[config.mk]
export PLATFORM = sky130hd
export DESIGN_NAME = sumador_serial
export DESIGN_NICKNAME = d
export VERILOG_FILES = /design/src/rtl/sumador_serial.sv
export SDC_FILE = /design/constraint.sdc
export NUM_CORES = 1
export LEC_CHECK = 0
export ABC_AREA = 1
export BUFFER_PORTS_ARGS = -buffer_cell sky130_fd_sc_hd__buf_2
export CAP_MARGIN = 10
export CORE_MARGIN = 3
export CORE_UTILIZATION = 35
export DETAILED_ROUTE_END_ITERATION = 8
export HOLD_SLACK_MARGIN = 0.12
export PLACE_DENSITY = 0.67
export SYNTH_ARGS = -nofsm -noshare
export SYNTH_HDL_FRONTEND = slang
export SYNTH_HIERARCHICAL = 1
export SYNTH_SLANG_ARGS = --single-unit
export TNS_END_PERCENT = 20
[constraint.sdc]
create_clock -name i_clk -period 2 [get_ports i_clk]
set_clock_uncertainty 0.1 [all_clocks]
set_input_delay 0.1 -clock i_clk [delete_from_list [all_inputs] [get_ports i_clk]]
set_output_delay 0.1 -clock i_clk [all_outputs]
set_load 0.01 [all_outputs]
[src/rtl/sumador_serial.sv]
// rtl/sumador_serial.sv - bit-serial adder controller around a 1-bit full-adder cell (optional o_ovf via SERIAL_OVF_EN)

module SumadorCompleto (
  input  logic a,
  input  logic b,
  input  logic ci,
  output logic s,
  output logic co
);
  assign s  = a ^ b ^ ci;
  assign co = (a & b) | (ci & (a ^ b));
endmodule

module sumador_serial #(
  parameter int WIDTH = 8
) (
  input  logic             i_clk,
  input  logic             i_rst_n,
  input  logic             i_start,
  input  logic [WIDTH-1:0] i_a,
  input  logic [WIDTH-1:0] i_b,
  input  logic             i_cin,
  output logic [WIDTH-1:0] o_sum,
  output logic             o_cout,
  output logic             o_busy,
  output logic             o_done
`ifdef SERIAL_OVF_EN
  ,output logic            o_ovf
`endif
);

  localparam int CW = (WIDTH > 1) ? $clog2(WIDTH) : 1;
  localparam logic [CW-1:0] LAST = CW'(WIDTH - 1);

  typedef enum logic [1:0] {
    IDLE = 2'd0,
    RUN  = 2'd1,
    DONE = 2'd2
  } state_t;

  state_t            state;
  logic [WIDTH-1:0]  a_sr;
  logic [WIDTH-1:0]  b_sr;
  logic              carry;
  logic [CW-1:0]     cnt;
  logic              fa_s;
  logic              fa_co;

  SumadorCompleto u_fa (
    .a  (a_sr[0]),
    .b  (b_sr[0]),
    .ci (carry),
    .s  (fa_s),
    .co (fa_co)
  );

  // Sequencer: capture operands, shift one bit pair per cycle, publish the result.
  always_ff @(posedge i_clk or negedge i_rst_n) begin
    if (!i_rst_n) begin
      state  <= IDLE;
      a_sr   <= '0;
      b_sr   <= '0;
      carry  <= 1'b0;
      cnt    <= '0;
      o_sum  <= '0;
      o_cout <= 1'b0;
      o_busy <= 1'b0;
      o_done <= 1'b0;
`ifdef SERIAL_OVF_EN
      o_ovf  <= 1'b0;
`endif
    end else begin
      case (state)
        IDLE: begin
          o_done <= 1'b0;
          if (i_start) begin
            a_sr   <= i_a;
            b_sr   <= i_b;
            carry  <= i_cin;
            cnt    <= '0;
            o_busy <= 1'b1;
            state  <= RUN;
          end
        end
        RUN: begin
          o_sum <= {fa_s, o_sum[WIDTH-1:1]};
          a_sr  <= {1'b0, a_sr[WIDTH-1:1]};
          b_sr  <= {1'b0, b_sr[WIDTH-1:1]};
          carry <= fa_co;
          cnt   <= cnt + 1'b1;
          if (cnt == LAST) begin
            o_cout <= fa_co;
`ifdef SERIAL_OVF_EN
            // carry into the MSB is the flop value before this edge
            o_ovf  <= carry ^ fa_co;
`endif
            o_busy <= 1'b0;
            o_done <= 1'b1;
            state  <= DONE;
          end
        end
        DONE: begin
          o_done <= 1'b0;
          state  <= IDLE;
        end
        default: begin
          o_busy <= 1'b0;
          o_done <= 1'b0;
          state  <= IDLE;
        end
      endcase
    end
  end

endmodule
After elaboration in Yosys (flattened, before gate mapping):

Cells that the tools add are included.

* $add $sub $neg: 1
* multipliers: 0
* div/mod/pow operators: 0
* order comparisons: 0
* eq/ne operators: 5
* shift-type cells: 0
* multiplexer cells: 16
* bitwise gates (word level): 6
* reductions and logical operators: 6

Operators with widths (number)
* $pmux W8 S2: 2
* $mux W8: 2
* $pmux W3 S2: 1
* $reduce_and A2 Y1: 3
* $mux W1: 5
* $mux W2: 2
* $ne A2 B2 Y1 const B: 2
* $pmux W2 S2: 1
* $add A3 B1 Y3 const B: 1
* $eq A3 B3 Y1 const B: 1
* $mux W3: 1
* $pmux W1 S3: 1
* $reduce_and A3 Y1: 1
* $and A1 B1 Y1: 2
* $eq A2 B1 Y1 const B: 1
* $eq A2 B2 Y1 const B: 1
* $logic_not A2 Y1: 1
* $pmux W1 S2: 1
* $reduce_bool A2 Y1: 1
* $xor A1 B1 Y1: 2
* $not A1 Y1: 1
* $or A1 B1 Y1: 1

* register bits after elaboration: 33
* bits in latches: 0
* memory bits (writable): 0
* memory bits (read-only): 0
* input bits: 20
* output and inout bits: 11
* logic and storage cells: 43
* memories kept: 0

Depth between registers and ports, before layout:

Gate-level depths: netlist (run 1).

* depth in word-level cells: 4
* mapped depth: 7

Modules after synthesis:

Netlist (run 1), hierarchy kept.

Modules (own cells, without submodules)
* sumador_serial: times used 1, cells an instance 201, area an instance 1552.7 µm², seq. area each 825.8 µm²
* SumadorCompleto: times used 1, cells an instance 1, area an instance 20.0 µm², seq. area each 0.0 µm²

Least setup slack after synthesis (run 1):

Ideal clock, no wire load.

* path type: register -> register
* from: register a_sr[0]
* to: register carry
* arrival time: 1019 ps
* required time: 1784 ps
* path slack: 765 ps
* stages on the path, launching flop included: 6
* path buffers: 0
* clock period less this slack: 1235 ps
* path through: dfrtp_1 > fa_1 > nand3_1 > nand2_1 > nand2_1 > nand2_1

* cells in the longest elaborated chain, start to end: 4
* elaborated cells between the ends (all ways): 5

Ends and longest elaborated chain
* from (decl): line 42 `logic [WIDTH-1:0] a_sr;`
* from (signal assigned): line 77 `a_sr <= i_a;`
* from (signal assigned): line 87 `a_sr <= {1'b0, a_sr[WIDTH-1:1]};`
* $xor A1 B1 Y1: line 11 `assign co = (a & b) | (ci & (a ^ b));`
* $and A1 B1 Y1: line 11
* $or A1 B1 Y1 (*): line 11
* via fa_co: line 47 `logic fa_co;`
* $pmux W1 S2 (*): line 73 `case (state)`
* to (signal assigned): line 79 `carry <= i_cin;`
* to (signal assigned): line 89 `carry <= fa_co;`
* to (decl): line 44 `logic carry;`

Mark *: on every way through the listed nets, which the timed path passes. The rest lies on a longest branch.
A chain may end at the register's enable or synchronous reset.

Worst setup path in the final report (run 1):

* from: register state[0]
* to: register cnt[0]

* cells in the longest elaborated chain, start to end: 3
* elaborated cells between the ends (all ways): 6

Ends and longest elaborated chain
* from (decl): line 41 `state_t state;`
* from (signal assigned): line 60 `state <= IDLE;`
* from (signal assigned): line 82 `state <= RUN;`
* from (signal assigned): line 99 `state <= DONE;`
* $eq A2 B1 Y1 or $logic_not A2 Y1 (tied branches): line 73
* $reduce_bool A2 Y1 (no source line) or $ne A2 B2 Y1 (tied branches)
* $reduce_and A2 Y1 (no source line)
* to (signal assigned): line 90 `cnt <= cnt + 1'b1;`
* to (decl): line 45 `logic [CW-1:0] cnt;`

Several ways; a longest one is shown, not always the timed one.

==> results of run 1 <==
-- worst max-delay path, cell delays in order (launching register included) --
cell,delay [ps]
dfrtp_1,480
inv_1,90
nor2_2,430
buf_4,270
nor2_1,50
a21oi_1,110
-- power by group through the flow --
stage	sequential (mW)	clock, mW	combinational (mW)
after global placement	1.17	0	1.11
after global routing	1.21	0.522	1.37
after detailed placement	1.18	0	1.14
after CTS	1.17	0.490	1.17
final	1.17	0.475	1.15
after floorplan	1.18	0	0.826
-- worst paths after layout --
check	slack [ps]	end
min in group asynchronous	300	b_sr[0]
max in group asynchronous	1030	a_sr[7]
worst min-delay path	180	state[0]
worst max register to register	410	cnt[0]
worst min register to register	380	o_sum[0]
worst max-delay path	410	cnt[0]
-- flip-flops by register name, indices dropped and copies added (netlist names), 2 cells and up --
signal and flops:
cnt 3, a_sr 8, b_sr 8, state 2, o_sum 8
-- layer usage --
metal	global-route usage	wire, µm
met1	0.170	1530
met2	0.240	1560
met3	0.0468	161
met4	0.0492	48
met5	0	0
-- final cells by class --
type                            instances  area, µm²
Multi-Input combinational cell        129        578
Fill cell                             413       2160
Timing Repair Buffer                   50        345
Sequential cell                        33        826
Inverter                               32        120
Clock buffer                            8       80.1
Tap cell                               50       62.6
-- through the flow --
stage | util | power, mW
final | 0.482 | 2.79
after global routing | 0.482 | 3.11
after CTS | 0.482 | 2.84
after detailed placement | 0.420 | 2.32
after global placement | 0.420 | 2.28
after floorplan | - | 2.00
-- cell families (layout without fill, tap and decap cells) --
logic type	count (synthesis)	count (layout)
buf+inv	40	90
compound gates	11	11
simple gates	115	115
fa+ha+maj	3	3
flops	33	33
-- layout by cell type, fill, tap and decap left out --
master and count:
nand2_2 1, buf_4 2, dlygate4sd3_1 18, buf_2 30, ha_1 2, fa_1 1, inv_1 31, nor2_2 1
nand2_4 2, clkbuf_8 5, nand3_1 21, o21ai_1 1, a21oi_1 1, o21ai_0 9, nor2_1 30, clkbuf_1 3
dfrtp_1 33, inv_2 1, nand2_1 60
-- what timing repair did --
item,4_1_cts,5_1_grt
hold buffers,18,0
endpoints found under the hold margin,50,0
setup buffers,0,0
==> key figures, run 1 <==
STA
  – Max Slew Vio Count: 0
  – Final worst-path setup slack: just over 400 ps
  – Setup tns final: 0 ps
  – Rel. slew slack: 0.520
  – RSZ-0062 raised after global routing: false
  – Final min period: 1590 ps
  – Worst-margin pin slew: roughly 700 ps
  – Fmax: about 630 MHz
  – WHS: ~180 ps
  – Fin crit share: 0.796
  – Endpoints failing setup: 0
  – Final Hold Fails: 0

Yosys
  – Simple-gate share of the synthesized area: 0.304
  – Warnings from Yosys: 6
  – Post-synth top cells: nand2_1, dfrtp_1, inv_1, nor2_1, nand3_1
  – Top FF cell, synth: dfrtp_1
  – Post-Syn Nets: between 200 and 250
  – Most used standard cell by instance count after synthesis: nand2_1
  – Adder-Cell Fraction of Synth Area: 0.0286
  – Syn Area/Cell: ~7.8 µm²
  – Synth Area in Compound Gates: 0.0350
  – Post-Synth XOR/XNOR Area: 0
  – Post-synth EDFFs: 0
  – Synth Instances: between 200 and 250
  – Seq/Total Area, Yosys: 0.525
  – Mux contribution to synthesized area: 0
  – Async set-reset flop share out of synthesis: 1.00
  – Synth unique cells: 17
  – Post-Synthesis Cell Area: 1570 µm²
  – Largest area contributor in the netlist: dfrtp_1
  – Area contributors post-synth: dfrtp_1, nand2_1, inv_1
  – #FFs+latches synth: 33
  – Main combinational cell family by area after synthesis: simple AND/OR/NAND/NOR gates
  – Top cell type's share of synthesized area: 0.525

Setup path
  – Setup CP Type: reg -> reg
  – CP startpoint kind: flop
  – R2R depth: 5
  – Worst EP arrival: 1700 ps
  – Critical Path End Type: flop
  – Worst Path Max Fanout: 13
  – Crit path from: state[0]
  – Worst Path Required: 2110 ps
  – RR Startpoint: state[0]

Clock tree
  – Clock latency on the worst-skew pair: ~280 ps
  – CTS root buffer: clkbuf_8
  – Worst-path clk slew: 70 ps
  – TritonCTS clock tree: done
  – Post-CTS sizing: 0
  – CTS Sinks: 33
  – Max Buffers Root-to-Sink: 2
  – H-tree depth: 2
  – Cts bufs inserted: 5

Power
  – Sequential Power Share: 0.418
  – VDD IR max: 0.000441 V
  – Sw Ratio: 0.401
  – Cell Int Power: around 1.7 mW
  – Comb pwr share: 0.412
  – Leak: between 1 and 1.5 nW
  – Clock share of power: 0.170
  – Switching power: roughly 1.1 mW
  – Total power density per cell area: roughly 1400 nW/µm²

Cells and area
  – Fin area: just over 2000 µm²
  – Area Overhead vs Synth: 27.9%
  – Share of layout cells above drive strength 1: 0.167
  – Post-route insts no fill: 302
  – Ant diodes: 0
  – Final #Nets: roughly 270

Detailed routing
  – Post-route ant nets: 0
  – Routed len/inst: 11.0 µm
  – DR pass1 iterations: 4
  – DRT iter0 DRCs: between 100 and 150
  – Final wirelength: between 3 and 4 mm
  – Vias/cell: between 4 and 5
  – Via Count: ~1300
  – Drt drc: 0

Status
  – Run status: completed

Global route
  – Gr usage total: 0.143
  – Largest net degree at the start of global routing: 34
  – Vias in the first global route: approximately 1300
  – First-pass GRT wire length: 5.82 mm
  – GR Overflow Total: 0
  – Initial antenna violation count: 0

Die
  – Core ar.: about 4200 µm²
  – Horiz. Die Dim: about 73 µm
  – DIE AREA: 5330 µm²
  – Chip height: 73.0 µm
  – Row count: 23
  – Initial Utilization: 0.377
  – I/O pin cnt: 31

Placed design
  – Routability Congestion: around 0.73
  – Port buffer count: 30
  – Cell count after placement: ~280
  – Dpl hpwl: approximately 2.2 mm
  – Pre-CTS setup slack: 378 ps
  – DP Area: between 1500 and 2000 µm²

Hold path
  – Hold path start: i_start
  – Worst hold-check path type: in -> reg
  – Hold path depth: 3

Flow run
  – Max-Cap Viols: 0
(Power assumes the default switching activity.)
==> inputs of run 2 (changes only) <==
--- a/config.mk
+++ b/config.mk
@@ -5,14 +5,14 @@
 export SDC_FILE = /design/constraint.sdc
 export NUM_CORES = 1
 export LEC_CHECK = 0
-export ABC_AREA = 1
+export ABC_AREA = 0
 export BUFFER_PORTS_ARGS = -buffer_cell sky130_fd_sc_hd__buf_2
 export CAP_MARGIN = 10
 export CORE_MARGIN = 3
 export CORE_UTILIZATION = 35
 export DETAILED_ROUTE_END_ITERATION = 8
 export HOLD_SLACK_MARGIN = 0.12
-export PLACE_DENSITY = 0.67
+export PLACE_DENSITY = 0.69
 export SYNTH_ARGS = -nofsm -noshare
 export SYNTH_HDL_FRONTEND = slang
 export SYNTH_HIERARCHICAL = 1
==> constraint.sdc (replaced) <==
create_clock -name i_clk -period 1.3 [get_ports i_clk]
set_clock_uncertainty 0.1 [all_clocks]
set_input_delay 0.065 -clock i_clk [delete_from_list [all_inputs] [get_ports i_clk]]
set_output_delay 0.065 -clock i_clk [all_outputs]
set_load 0.01 [all_outputs]
==> key figures, run 2 <==
Cells and area
  – Biggest regs: a_sr x8, b_sr x8, o_sum x8 (unchanged)
  – Fin area: 2110 µm² (was 2010 µm²)
  – Commonest non-fill, non-tap cell in the layout: dfrtp_1 (was nand2_1)
  – Share of layout cells above drive strength 1: 0.330 (was 0.167)
  – Ant diodes: 0 (unchanged)
  – Area Overhead vs Synth: 37.7% (was 27.9%)
  – Final #Nets: 228 (was 274)
  – Commonest non-fill, non-tap cells in the layout: dfrtp_1, buf_2, nand2_1 (was nand2_1, dfrtp_1, inv_1)

Power
  – Total power density per cell area: 2300 nW/µm² (was 1390 nW/µm²)
  – Cell Int Power: 3.13 mW (was 1.67 mW)
  – Comb pwr share: 0.406 (was 0.412)
  – Sw Ratio: 0.355 (was 0.401)
  – Sequential Power Share: 0.386 (was 0.418)
  – Leak: 0.978 nW (was 1.14 nW)
  – Clock share of power: 0.208 (was 0.170)
  – VDD IR max: 0.00124 V (was 0.000441 V)
  – Power Total: 4.86 mW (was 2.79 mW)
  – Switching power: 1.73 mW (was 1.12 mW)

Yosys
  – Post-synth top cells: dfrtp_1, nand2_1, o22ai_1, a21oi_1, nor2_1 (was nand2_1, dfrtp_1, inv_1, nor2_1, nand3_1)
  – Seq/Total Area, Yosys: 0.539 (was 0.525)
  – Synth unique cells: 26 (was 17)
  – Post-synth EDFFs: 0 (unchanged)
  – Synth Instances: 144 (was 202)
  – Warnings from Yosys: 6 (unchanged)
  – Top cell type's share of synthesized area: 0.539 (was 0.525)
  – Area contributors post-synth: dfrtp_1, o22ai_1, nand2_1 (was dfrtp_1, nand2_1, inv_1)
  – Syn Area/Cell: 10.6 µm² (was 7.79 µm²)
  – #FFs+latches synth: 33 (unchanged)
  – Post-Synthesis Cell Area: 1530 µm² (was 1570 µm²)
  – Async set-reset flop share out of synthesis: 1.00 (unchanged)
  – Most used standard cell by instance count after synthesis: dfrtp_1 (was nand2_1)
  – Post-Syn Nets: 167 (was 225)
  – Largest area contributor in the netlist: dfrtp_1 (unchanged)
  – Top FF cell, synth: dfrtp_1 (unchanged)

Detailed routing
  – Post-route ant nets: 0 (unchanged)
  – Final wirelength: 3.68 mm (was 3.31 mm)
  – Vias/cell: 5.11 (was 4.32)
  – Routed len/inst: 14.4 µm (was 11.0 µm)
  – DRT iter0 DRCs: 116 (was 102)
  – Via Count: 1307 (was 1306)
  – Drt drc: 0 (unchanged)
  – DR pass1 iterations: 4 (unchanged)

Clock tree
  – TritonCTS clock tree: done (unchanged)
  – Clock latency on the worst-skew pair: 290 ps (was 280 ps)
  – CTS Sinks: 33 (unchanged)
  – H-tree depth: 2 (unchanged)
  – Max Buffers Root-to-Sink: 2 (unchanged)
  – Cts bufs inserted: 5 (unchanged)
  – Worst-path clk slew: 70 ps (about the same)
  – Post-CTS setup buffers: 0 (unchanged)
  – CTS root buffer: clkbuf_8 (unchanged)

STA
  – Final min period: 1360 ps (was 1590 ps)
  – Max Slew Vio Count: 0 (unchanged)
  – Final worst-path setup slack: -63.5 ps (was 408 ps)
  – Worst-margin pin slew: 412 ps (was 721 ps)
  – Fin crit share: 1.05 (was 0.796)
  – Fmax: 733 MHz (was 628 MHz)
  – Final Hold Fails: 0 (unchanged)
  – WHS: 222 ps (was 185 ps)
  – RSZ-0062 raised after global routing: true (was false)
  – Endpoints failing setup: 2 (was 0)
  – Rel. slew slack: 0.725 (was 0.520)

Setup path
  – Worst Path Max Fanout: 2 (was 13)
  – Critical Path End Type: flop (unchanged)
  – Setup CP Type: reg -> reg (unchanged)
  – Worst Path Required: 1380 ps (was 2110 ps)
  – CP startpoint kind: flop (unchanged)
  – Worst EP arrival: 1440 ps (was 1700 ps)
  – Crit path from: cnt[1] (was state[0])
  – RR Startpoint: cnt[1] (was state[0])

Global route
  – Largest net degree at the start of global routing: 34 (unchanged)
  – First-pass GRT wire length: 6.00 mm (was 5.82 mm)
  – GR Overflow Total: 0 (unchanged)
  – Initial antenna violation count: 0 (unchanged)
  – Vias in the first global route: 1346 (was 1344)
  – Gr usage total: 0.149 (was 0.143)

Die
  – Core ar.: 4120 µm² (was 4170 µm²)
  – Horiz. Die Dim: 72.2 µm (was 73.0 µm)
  – Chip height: 72.2 µm (was 73.0 µm)
  – Row count: 23 (unchanged)
  – DIE AREA: 5210 µm² (was 5330 µm²)
  – I/O pin cnt: 31 (unchanged)
  – Initial Utilization: 0.372 (was 0.377)

Status
  – Run status: complete, but fails checks (was completed)
  – Violated checks: setup timing

Placed design
  – Routability Congestion: 0.733 (was 0.734)
  – Dpl hpwl: 2.32 mm (was 2.23 mm)
  – Pre-CTS setup slack: -69.6 ps (was 378 ps)
  – Port buffer count: 30 (unchanged)
  – DP Area: 1790 µm² (was 1750 µm²)

Hold path
  – Worst hold-check path type: in -> async (was in -> reg)

Flow run
  – Max-Cap Viols: 0 (unchanged)
[run 2: cell count changes in the layout (fill, tap and decap cells not counted), moves of 12 or more]
cell,delta
nor2_1,-24
a21oi_1,+12
inv_1,-29
o22ai_1,+25
nand2_1,-31
nand3_1,-21
[run 2: power groups by stage]
stage | combinational (mW) | clock, mW | sequential [mW]
after CTS | 1.95 | 1.02 | 1.87
after global placement | 1.85 | 0 | 1.87
after floorplan | 1.30 | 0 | 1.86
after global routing | 2.19 | 1.06 | 1.94
final | 1.97 | 1.01 | 1.87
after detailed placement | 1.89 | 0 | 1.89
[run 2: path summary, 6_finish.rpt]
check                                 to  slack (ps)  cells past startpoint
worst max-delay path              o_cout         -60                      4
worst min-delay path            o_sum[0]         220                      3
worst max register to register    o_cout         -60                      4
worst min register to register  o_sum[0]         380                      2
max in group asynchronous       state[0]         550                      3
min in group i_clk              o_sum[0]         380                      2
[run 2: kinds of logic after synthesis]
kind of cell    after synthesis  share of synthesized area
simple gates                 46                      0.149
compound gates               49                      0.196
fa+ha+maj                     3                     0.0294
mux                           1                    0.00980
flops                        33                      0.539
buf+inv                      12                     0.0768
[run 2: through the flow]
step                std cells  TNS, ps   util
global route              256     -152  0.512
floorplan                 144    -44.8      -
CTS                       256    -78.7  0.510
detailed placement        229    -69.6  0.434
global placement          229    -39.0  0.434
finish                    256    -66.7  0.512
[run 2: layer usage]
layer  track usage  part of all wire
met1         0.187              0.45
met2         0.243              0.48
met3        0.0429             0.055
met4        0.0543             0.013
met5             0                 0
[run 2: area by class of cell]
type / instances / area [µm²]
well taps: 50 / 62.6
fillers: 354 / 2010
clock inverters: 1 / 30.0
clock buffers: 7 / 86.3
inverters: 2 / 7.51
repair buffers: 64 / 482
flip-flops and latches: 33 / 828
multi-input cells: 99 / 612
[run 2: repair_timing]
item | CTS | global route
gates resized for setup | 2 | 5
setup endpoints to repair | 5 | 8
hold endpoints to repair | 51 | 0
hold buffers | 19 | 0
[run 2: worst max-delay path: stages (launching register included)]
cell,delay (ps)
dfrtp_1,380
ha_2,200
ha_4,150
and2_4,130
mux2_4,290
==> inputs of run 3 (changes only) <==
--- a/config.mk
+++ b/config.mk
@@ -8,11 +8,12 @@
 export ABC_AREA = 0
 export BUFFER_PORTS_ARGS = -buffer_cell sky130_fd_sc_hd__buf_2
 export CAP_MARGIN = 10
-export CORE_MARGIN = 3
+export CORE_MARGIN = 2
 export CORE_UTILIZATION = 35
 export DETAILED_ROUTE_END_ITERATION = 8
 export HOLD_SLACK_MARGIN = 0.12
 export PLACE_DENSITY = 0.69
+export SETUP_SLACK_MARGIN = 0.1
 export SYNTH_ARGS = -nofsm -noshare
 export SYNTH_HDL_FRONTEND = slang
 export SYNTH_HIERARCHICAL = 1
==> key figures, run 3 (synthesized netlist as in run 2, its figures left out) <==
Detailed routing
  – Metal1 wirelength: 1.72 mm (was 1.66 mm)
  – Routed len/inst: 14.0 µm (was 14.4 µm)
  – Final wirelength: 3.71 mm (was 3.68 mm)
  – Routed wl met2: 1.76 mm (was 1.77 mm)
  – Drt drc: 0 (unchanged)
  – Post-route ant nets: 0 (unchanged)
  – Max Used Layer: met4 (unchanged)
  – DRT iter0 DRCs: 63 (was 116)
  – Vias/cell: 5.02 (was 5.11)
  – Via Count: 1325 (was 1307)
  – DR pass1 iterations: 4 (unchanged)
  – Metal3 WL: 150 µm (was 201 µm)

Die
  – I/O pin cnt: 31 (unchanged)
  – Horiz. Die Dim: 70.2 µm (was 72.2 µm)
  – DIE AREA: 4920 µm² (was 5210 µm²)
  – Initial Utilization: 0.357 (was 0.372)
  – Chip height: 70.2 µm (was 72.2 µm)
  – Core ar.: 4290 µm² (was 4120 µm²)
  – Row count: 24 (was 23)

Cells and area
  – Biggest regs: a_sr x8, b_sr x8, o_sum x8 (unchanged)
  – Commonest non-fill, non-tap cells in the layout: dfrtp_1, buf_2, nand2_1 (unchanged)
  – Area Overhead vs Synth: 48.5% (was 37.7%)
  – Commonest non-fill, non-tap cell in the layout: dfrtp_1 (unchanged)
  – Post-route insts no fill: 264 (was 256)
  – Share of layout cells above drive strength 1: 0.453 (was 0.330)
  – Final #Nets: 234 (was 228)
  – Ant diodes: 0 (unchanged)

Clock tree
  – Cts bufs inserted: 5 (unchanged)
  – Clock latency on the worst-skew pair: 280 ps (was 290 ps)
  – Worst-path clk slew: 80 ps (was 70 ps)
  – H-tree depth: 2 (unchanged)
  – TritonCTS clock tree: done (unchanged)
  – CTS Sinks: 33 (unchanged)
  – Max Buffers Root-to-Sink: 2 (unchanged)
  – CTS root buffer: clkbuf_8 (unchanged)

STA
  – Final worst-path setup slack: -63.4 ps (was -63.5 ps)
  – Rel. slew slack: 0.720 (was 0.725)
  – WHS: 130 ps (was 222 ps)
  – Fin crit share: 1.05 (about the same)
  – RSZ-0062 raised after global routing: true (unchanged)
  – Worst-margin pin slew: 420 ps (was 412 ps)
  – Final Hold Fails: 0 (unchanged)
  – Endpoints failing setup: 2 (unchanged)
  – Final min period: 1360 ps (about the same)
  – Max Slew Vio Count: 0 (unchanged)
  – Fmax: 733 MHz (about the same)

Global route
  – GR Overflow Total: 0 (unchanged)
  – First-pass GRT wire length: 6.02 mm (was 6.00 mm)
  – Gr usage total: 0.158 (was 0.149)
  – Largest net degree at the start of global routing: 18 (was 34)
  – Vias in the first global route: 1297 (was 1346)
  – Initial antenna violation count: 0 (unchanged)

Setup path
  – Setup CP Type: reg -> reg (unchanged)
  – Worst EP arrival: 1450 ps (was 1440 ps)
  – Worst Path Required: 1380 ps (about the same)
  – Slowest cell on crit path: dfrtp_1 (unchanged)
  – Worst Path Max Fanout: 2 (unchanged)
  – Critical Path End Type: flop (unchanged)
  – CP startpoint kind: flop (unchanged)
  – Cell class contributing the biggest share of worst-path delay: flip-flops (unchanged)
  – CP peak stage delay: 390 ps (was 380 ps)
  – CP Buf/Inv Count: 0 (unchanged)
  – Critical path, cell by cell: ha_2 -> ha_4 -> and2_4 -> mux2_4 (unchanged)

Flow run
  – Max-Cap Viols: 0 (unchanged)

Power
  – Total power density per cell area: 2290 nW/µm² (was 2300 nW/µm²)
  – Power Total: 5.20 mW (was 4.86 mW)
  – Leak: 1.03 nW (was 0.978 nW)
  – VDD IR max: 0.000959 V (was 0.00124 V)

Hold path
  – Worst hold-check path type: in -> async (unchanged)

Placed design
  – Dpl hpwl: 2.37 mm (was 2.32 mm)
  – Cell count after placement: 231 (was 229)
  – Port buffer count: 30 (unchanged)
  – Routability Congestion: 0.680 (was 0.733)

Status
  – Violated checks: setup timing (unchanged)
  – Run status: complete, but fails checks (unchanged)
## run 3: through the flow
| step | setup TNS (ps) | cell area, µm² | setup slack, ps | util |
|---|---|---|---|---|
| after floorplan | -44.8 | 1550 | -44.8 | - |
| after global placement | -36.5 | 1790 | -36.5 | 0.417 |
| after detailed placement | -65.2 | 1790 | -56.0 | 0.417 |
| after CTS | -57.0 | 2140 | -53.6 | 0.499 |
| after global routing | -172 | 2270 | -110 | 0.530 |
| final | -72.8 | 2270 | -63.4 | 0.530 |
## run 3: path summary, 6_finish.rpt
path	from	to	slack, ps	cells after the start
worst max-delay path	cnt[0]	o_cout	-60	4
worst min-delay path	i_rst_n	o_sum[3]	130	2
worst max register to register	cnt[0]	o_cout	-60	4
worst min register to register	o_sum[0]	o_sum[0]	390	2
max in group asynchronous	i_rst_n	a_sr[6]	530	3
min in group i_clk	i_start	b_sr[0]	160	3
## run 3: area by class of cell
cell class | count | area [µm²]
Clock buffer | 5 | 68.8
Clock inverter | 3 | 46.3
Inverter | 2 | 7.51
Timing Repair Buffer | 69 | 531
Sequential cell | 33 | 828
Tap cell | 52 | 65.1
Fill cell | 386 | 2020
Multi-Input combinational cell | 100 | 728
## run 3: layer usage
| metal | track usage | up-vias |
|---|---|---|
| met1 | 0.213 | 636 |
| met4 | 0.0662 | 0 |
| met3 | 0.0447 | 8 |
| met5 | 0 | - |
| met2 | 0.240 | 30 |
| li1 | - | 651 |
## run 3: repair_timing
item / 4_1_cts / 5_1_grt
gates resized for setup: 8 / 26
endpoints found under the hold margin: 51 / 0
hold buffers: 19 / 0
setup endpoints to repair: 29 / 30
pin swaps: 2 / 18
gates cloned: 1 / 0
setup buffers: 2 / 3
## run 3: power breakdown
group | internal, mW | leakage [nW] | switching [mW] | total (mW)
Sequential | 1.51 | 0.388 | 0.436 | 1.94
Combinational | 1.22 | 0.591 | 1.07 | 2.29
Clock | 0.573 | 0.0543 | 0.398 | 0.971
